$ cat config.mk
export PLATFORM = sky130hd
export DESIGN_NAME = fifo_wr_arbiter
export DESIGN_NICKNAME = d
export VERILOG_FILES = /design/src/rtl/fifo_wr_arbiter.sv
export SDC_FILE = /design/constraint.sdc
export NUM_CORES = 1
export LEC_CHECK = 0
export ABC_AREA = 0
export BUFFER_PORTS_ARGS = -buffer_cell sky130_fd_sc_hd__buf_4
export CORE_UTILIZATION = 40
export DETAILED_ROUTE_END_ITERATION = 8
export PLACE_DENSITY = 0.88
export SLEW_MARGIN = 20
export SYNTH_ARGS = -nofsm -noshare
export SYNTH_HDL_FRONTEND = slang
export SYNTH_SLANG_ARGS = --single-unit
$ cat constraint.sdc
create_clock -name clk -period 4.7 [get_ports clk]
set_clock_uncertainty 0.1 [all_clocks]
set_input_delay 0.705 -clock clk [delete_from_list [all_inputs] [get_ports clk]]
set_output_delay 0.705 -clock clk [all_outputs]
set_load 0.02 [all_outputs]
$ cat src/rtl/fifo_wr_arbiter.sv
// fifo_wr_arbiter: round-robin arbiter that shares one registered FIFO write port among NUM_REQ producers.
// Define FIFO_ARB_LOCK_EN to hold the grant on one requester until its req_last beat closes the packet.
module fifo_wr_arbiter #(
   parameter int NUM_REQ    = 4,
   parameter int DATA_WIDTH = 8,
   parameter int FIFO_DEPTH = 32,
   parameter int ADDR_WIDTH = $clog2(FIFO_DEPTH)
) (
   input  logic                          clk,
   input  logic                          rst_n,
   input  logic [NUM_REQ-1:0]            req,
   input  logic [NUM_REQ*DATA_WIDTH-1:0] req_data,
   input  logic [NUM_REQ-1:0]            req_last,
   output logic [NUM_REQ-1:0]            gnt,
   output logic                          wen,
   output logic [DATA_WIDTH-1:0]         wdata,
   input  logic                          full,
   input  logic [ADDR_WIDTH-1:0]         count,
   output logic [$clog2(NUM_REQ)-1:0]    owner
);

   localparam int                    IDX_W    = $clog2(NUM_REQ);
   localparam logic [IDX_W-1:0]      LAST_IDX = IDX_W'(NUM_REQ - 1);
   localparam logic [IDX_W:0]        NREQ     = (IDX_W + 1)'(NUM_REQ);
   localparam logic [ADDR_WIDTH-1:0] CNT_LAST = ADDR_WIDTH'(FIFO_DEPTH - 1);

   logic [IDX_W-1:0]      ptr_q, ptr_d;
   logic [IDX_W-1:0]      owner_q, owner_d;
   logic                  wen_q, wen_d;
   logic [DATA_WIDTH-1:0] wdata_q, wdata_d;

   logic                  space;
   logic                  rr_vld;
   logic [IDX_W-1:0]      rr_idx;
   logic [IDX_W:0]        rr_sum;
   logic                  win_vld;
   logic [IDX_W-1:0]      win_idx;
   logic [DATA_WIDTH-1:0] win_data;
   logic                  take;

   // The registered beat still counts against the FIFO; same-cycle reads are not credited.
   assign space = !full && !(wen_q && (count == CNT_LAST));

   always_comb begin : rr_search
      rr_vld = 1'b0;
      rr_idx = '0;
      rr_sum = '0;
      for (int unsigned k = 0; k < NUM_REQ; k++) begin
         rr_sum = {1'b0, ptr_q} + (IDX_W + 1)'(k);
         if (rr_sum >= NREQ) begin
            rr_sum = rr_sum - NREQ;
         end
         if (!rr_vld && req[rr_sum[IDX_W-1:0]]) begin
            rr_vld = 1'b1;
            rr_idx = rr_sum[IDX_W-1:0];
         end
      end
   end

`ifdef FIFO_ARB_LOCK_EN
   localparam logic [0:0] ST_ARB    = 1'b0;
   localparam logic [0:0] ST_LOCKED = 1'b1;

   logic [0:0]       state_q, state_d;
   logic [IDX_W-1:0] lock_id_q, lock_id_d;

   always_comb begin : lock_select
      win_vld = rr_vld;
      win_idx = rr_idx;
      if (state_q == ST_LOCKED) begin
         win_vld = req[lock_id_q];
         win_idx = lock_id_q;
      end
   end

   always_comb begin : lock_next
      state_d   = state_q;
      lock_id_d = lock_id_q;
      if (take) begin
         if (req_last[win_idx]) begin
            state_d = ST_ARB;
         end else begin
            state_d   = ST_LOCKED;
            lock_id_d = win_idx;
         end
      end
   end

   always_ff @(posedge clk) begin
      if (!rst_n) begin
         state_q   <= ST_ARB;
         lock_id_q <= '0;
      end else begin
         state_q   <= state_d;
         lock_id_q <= lock_id_d;
      end
   end
`else
   logic unused_req_last;
   assign unused_req_last = ^req_last;
   assign win_vld         = rr_vld;
   assign win_idx         = rr_idx;
`endif

   assign take = rst_n && space && win_vld;

   always_comb begin : grant_decode
      gnt      = '0;
      win_data = '0;
      for (int unsigned k = 0; k < NUM_REQ; k++) begin
         if (IDX_W'(k) == win_idx) begin
            gnt[k]   = take;
            win_data = req_data[k*DATA_WIDTH +: DATA_WIDTH];
         end
      end
   end

   always_comb begin : out_next
      ptr_d   = ptr_q;
      owner_d = owner_q;
      wen_d   = 1'b0;
      wdata_d = wdata_q;
      if (take) begin
         ptr_d   = (win_idx == LAST_IDX) ? '0 : win_idx + 1'b1;
         owner_d = win_idx;
         wen_d   = 1'b1;
         wdata_d = win_data;
      end
   end

   always_ff @(posedge clk) begin
      if (!rst_n) begin
         ptr_q   <= '0;
         owner_q <= '0;
         wen_q   <= 1'b0;
         wdata_q <= '0;
      end else begin
         ptr_q   <= ptr_d;
         owner_q <= owner_d;
         wen_q   <= wen_d;
         wdata_q <= wdata_d;
      end
   end

   assign wen   = wen_q;
   assign wdata = wdata_q;
   assign owner = owner_q;

endmodule

# Yosys cells after proc, flatten, opt, wreduce, memory -nomap -nowiden
# Index checks and enable logic that the tools add are counted.
# classes
add_sub_neg,8
n_mul,0
div,0
magnitude_cmp,8
n_eq_ne,5
shifts,0
muxes,30
bitwise_logic,0
n_reduce_logical,13
# ops
cell,count
$mux W8,4
$mux W2,9
$mux W1,13
$lt A2 B3 Y1 const B,4
$ge A3 B3 Y1 const B,3
$bmux W1 S2,4
$sub A2 B1 Y2 const B,4
$logic_and A1 B1 Y1,7
$add A2 B2 Y3 const B,2
$eq A5 B5 Y1 const B,1
$logic_not A1 Y1,5
$eq A2 B2 Y1 const A,2
$add A2 B1 Y3 const B,1
$ge A2 B3 Y1 const B,1
$add A2 B1 Y2 const B,1
$eq A1 B2 Y1 const A,1
$eq A2 B2 Y1 const B,1
$logic_not A2 Y1,1
# word_totals
register_bits,13
latch_bits,0
mem_bits_rw,0
romBits,0
inputBits,48
out_inout_bits,15
elab_cells,68
memories,0

# Logic depth before layout (Yosys ltp)
# logic_depth
word_depth,19
mapped_depth,10

# Worst setup path after synthesis
# Ideal clock, no wire load.
# synth_timing
path_kind,input to output
start,input req[2]
end,output gnt[3]
t_arrival_ns,2.184
setup_slack_ns,1.711
stages,6
cell_sequence,nor2b_1 a21o_1 a211oi_1 ha_1 clkinv_1 nor2_1
# synth_between
elab_chain_cells,14
# synth_rtl
item,line_no,text
from (decl),11,"input logic [NUM_REQ-1:0] req,"
$bmux W1 S2,53,if (!rr_vld && req[rr_sum[IDX_W-1:0]]) begin
$mux W1 (implied by the code),53,
$mux W1,53,
$logic_not A1 Y1,53,
$logic_and A1 B1 Y1,53,
$mux W1,53,
$logic_not A1 Y1,53,
$logic_and A1 B1 Y1,53,
$mux W1,53,
$logic_not A1 Y1,53,
$logic_and A1 B1 Y1,53,
$mux W2 (*),53,
net rr_idx[0],34,logic [IDX_W-1:0] rr_idx;
$eq A2 B2 Y1 (*),111,if (IDX_W'(k) == win_idx) begin
$mux W1 (*),111,
to (decl),14,"output logic [NUM_REQ-1:0] gnt,"
# The timed path passes the listed nets; every way through them passes the cells marked *. The select of a mux whose other input is x is not followed.

# Worst setup path after layout
# Ends and elaborated chain as after synthesis.

==> flow_summary.ini <==
[routing]
vias = 1012
firstDrtPassIters = 4
avgViaCountPerCell = 5.35
routedWlPerCell_um = 12.7
drtIter0Drc = 14
drc = 0
drt.antenna.violating_nets = 0
routed_wl_mm = 2.41

[synthesis]
syn_inst = 106
ys_ff_latch = 13
async_reset_ff_share_pct = 0
ys.flop_type = dfxtp_1
yosys-top-cells-area = dfxtp_1, a21oi_2, a211o_1
syn_nets = 158
avgSynthCellArea_um2 = 8.59
synth_cell_type_count = 32
yosysWarnings = 0
yosys.area.top_type = dfxtp_1
synth.cell_area_um2 = 911
synth_seq_area_share_pct = 28.6
synth_edf_count = 0
netlist.area_leader.share_pct = 28.6

[final_layout]
seq_area_um2 = 260
diodes = 0
multiInputGateArea_um2 = 579
area_growth_pct = 49.5
layout.nets = 215
num-fill-cells = 185
drive_above_1_share_pct = 50.6

[clock_tree]
holdBufCountCts = 0
cts_resized = 0
cts-root-buf = clkbuf_4
cts_sinks = 13
cts_buffers = 3
cts_tree = yes
clock_latency_ns = 0.27
cts_setup_buffers = 0
cts.path.max_buffers = 2
htreeDepth = 1
clk_pin_slew_ns = 0.09

[worst_setup_path]
end_kind = output port
cp-start-kind = primary input
crit_required_ns = 3.89
worstSetupPathType = primary input to output port
worstPathArrival_ns = 2.54
cp_max_fo = 9

[grt]
grt_max_degree = 25
gr-total-overflow = 0
antenna_found_initial = 0
grt_pass1_vias = 1034
grtUsageTotal_pct = 21.3
grt_pass1_wl_mm = 4.09

[die]
fp.coreArea_mm2 = 0.00204
dieWidth_um = 49.7
die_area_mm2 = 0.00247
io_pins = 63
fp-row-count = 16
start_util_pct = 44.6
die-height_um = 49.7

[pwr]
p_int_uw = 216
power.leakage_nw = 0.623
p_clk_share_pct = 21.0
p_seq_share_pct = 38.1
ir_drop_mv = 0.170
total_power_uw = 327
power_switching_uw = 111
sw_frac_of_total_pct = 33.9
comb_power_share_pct = 40.8
power_density_mw_per_mm2 = 240

[sta]
setup_tns_ns = 0
drv_slew = 0
layout_min_cycle_time_ns = 3.34
tightestPinTransition_ns = 0.722
rsz0062_at_grt = no
max_slew_margin_pct = 51.6
fmax_mhz = 299
fin_crit_sh_pct = 71.1
hold_viol = 0
setup_viol = 0

[placed_design]
gp_congestion = 0.718
port_buffers = 58
dp_hpwl_mm = 1.89

[status]
outcome = finished clean

[hold_path]
min_path_type = register to register

[run]
cap_violations = 0
==> cell usage in the layout, fill, tap and decap left out <==
| cell type | synthesis | final |
|---|---|---|
| a22oi_1 | 7 | 7 |
| clkbuf_4 | 0 | 3 |
| o31ai_1 | 1 | 1 |
| nand3_1 | 1 | 1 |
| nor2b_1 | 4 | 4 |
| o22ai_1 | 8 | 8 |
| a21oi_1 | 2 | 2 |
| or3_1 | 1 | 1 |
| o221ai_1 | 1 | 1 |
| a2111o_1 | 1 | 1 |
| nand2_2 | 6 | 6 |
| or4_4 | 1 | 1 |
| o2111ai_1 | 1 | 1 |
| a21oi_2 | 11 | 11 |
| or2b_1 | 1 | 1 |
| o211ai_4 | 1 | 1 |
| buf_4 | 0 | 58 |
| dfxtp_1 | 13 | 13 |
| inv_2 | 1 | 1 |
| or2_2 | 1 | 1 |
| a211o_1 | 7 | 7 |
| nand4_1 | 1 | 1 |
| clkinv_1 | 1 | 1 |
| a21o_1 | 1 | 1 |
| a211oi_1 | 1 | 1 |
| nor2_1 | 4 | 4 |
| ha_1 | 4 | 4 |
| nand2_1 | 9 | 9 |
| clkbuf_1 | 4 | 1 |
| inv_1 | 5 | 5 |
| o211ai_1 | 1 | 1 |
| nand2b_1 | 2 | 2 |
| and2_1 | 2 | 2 |
==> area by class of cell <==
cell class | instances | share of cell area, %
timing repair buffer | 58 | 32.0
tap | 27 | 2.48
sequential | 13 | 19.1
clock buffer | 4 | 1.93
multi-input combinational | 80 | 42.6
inverter | 7 | 1.93
==> power groups by stage <==
| stage | logic (mW) | registers [mW] | clock network, mW |
|---|---|---|---|
| final | 0.133 | 0.125 | 0.0687 |
| after global routing | 0.146 | 0.126 | 0.0758 |
| after CTS | 0.134 | 0.125 | 0.0690 |
| after detailed placement | 0.133 | 0.127 | 0 |
| after global placement | 0.128 | 0.127 | 0 |
| after floorplan | 0.0729 | 0.135 | 0 |
==> state kept, by name, summed over array words and instances, names as in the netlist <==
signal  flops
owner       2
ptr_q       2
wdata       8
wen         1
==> cells in the mapped netlist, types with 2 or more instances <==
cell type  number
nand2b_1        2
buf_8           2
o22ai_1         8
a21oi_1         2
and2_1          2
ha_1            4
inv_1           5
clkbuf_1        4
a21oi_2        11
nor2_1          4
a22oi_1         7
nand2_1         9
nor2b_1         4
nand2_2         6
dfxtp_1        13
a211o_1         7
==> critical path, stage by stage <==
cell and delay (ns):
buf_4 0.12, nor2b_1 0.13, a21o_1 0.16, a211oi_1 0.49
ha_1 0.34, clkinv_1 0.27, nor2_1 0.17, buf_4 0.16
==> path summary, 6_finish.rpt <==
kind                                 to  slack [ns]             startpoint  depth (start not counted)
hold / removal    wdata[1]$_SDFFE_PN0P_        0.37  wdata[1]$_SDFFE_PN0P_                          2
hold reg to reg   wdata[1]$_SDFFE_PN0P_        0.37  wdata[1]$_SDFFE_PN0P_                          2
setup reg to reg  wdata[1]$_SDFFE_PN0P_        2.20  ptr_q[0]$_SDFFE_PN0P_                          9
setup / recovery                 gnt[3]        1.36                 req[2]                          8
==> layer usage <==
layer,track usage (%),vias to the layer above,share of wire (%)
met5,0,-,0
met4,7.14,0,0.96
met3,6.17,4,9.0
met2,39.2,52,48
met1,22.9,454,42
li1,-,502,-
==> through the flow <==
step	hold slack [ns]	cell area (um^2)	setup WS, ns	std cells	utilization [%]
2_1_floorplan	0.353	911	1.71	106	-
3_3_place_gp	0.350	1340	1.44	185	65.4
3_5_place_dp	0.352	1340	1.40	185	65.4
4_1_cts	0.369	1360	1.35	189	66.7
5_1_grt	0.387	1360	1.15	189	66.7
6_report	0.368	1360	1.36	189	66.7
==> cells by family (layout without fill, tap and decap cells) <==
kind of cell / Yosys count / count (layout) / share of synthesized area, %
AOI/OAI and AO/OA: 43 / 43 / 38.5
and+or+nand+nor: 33 / 33 / 19.6
DFF: 13 / 13 / 28.6
buffers and inverters: 13 / 69 / 7.83
adders and majority gates: 4 / 4 / 5.49
(Power assumes the default switching activity.)
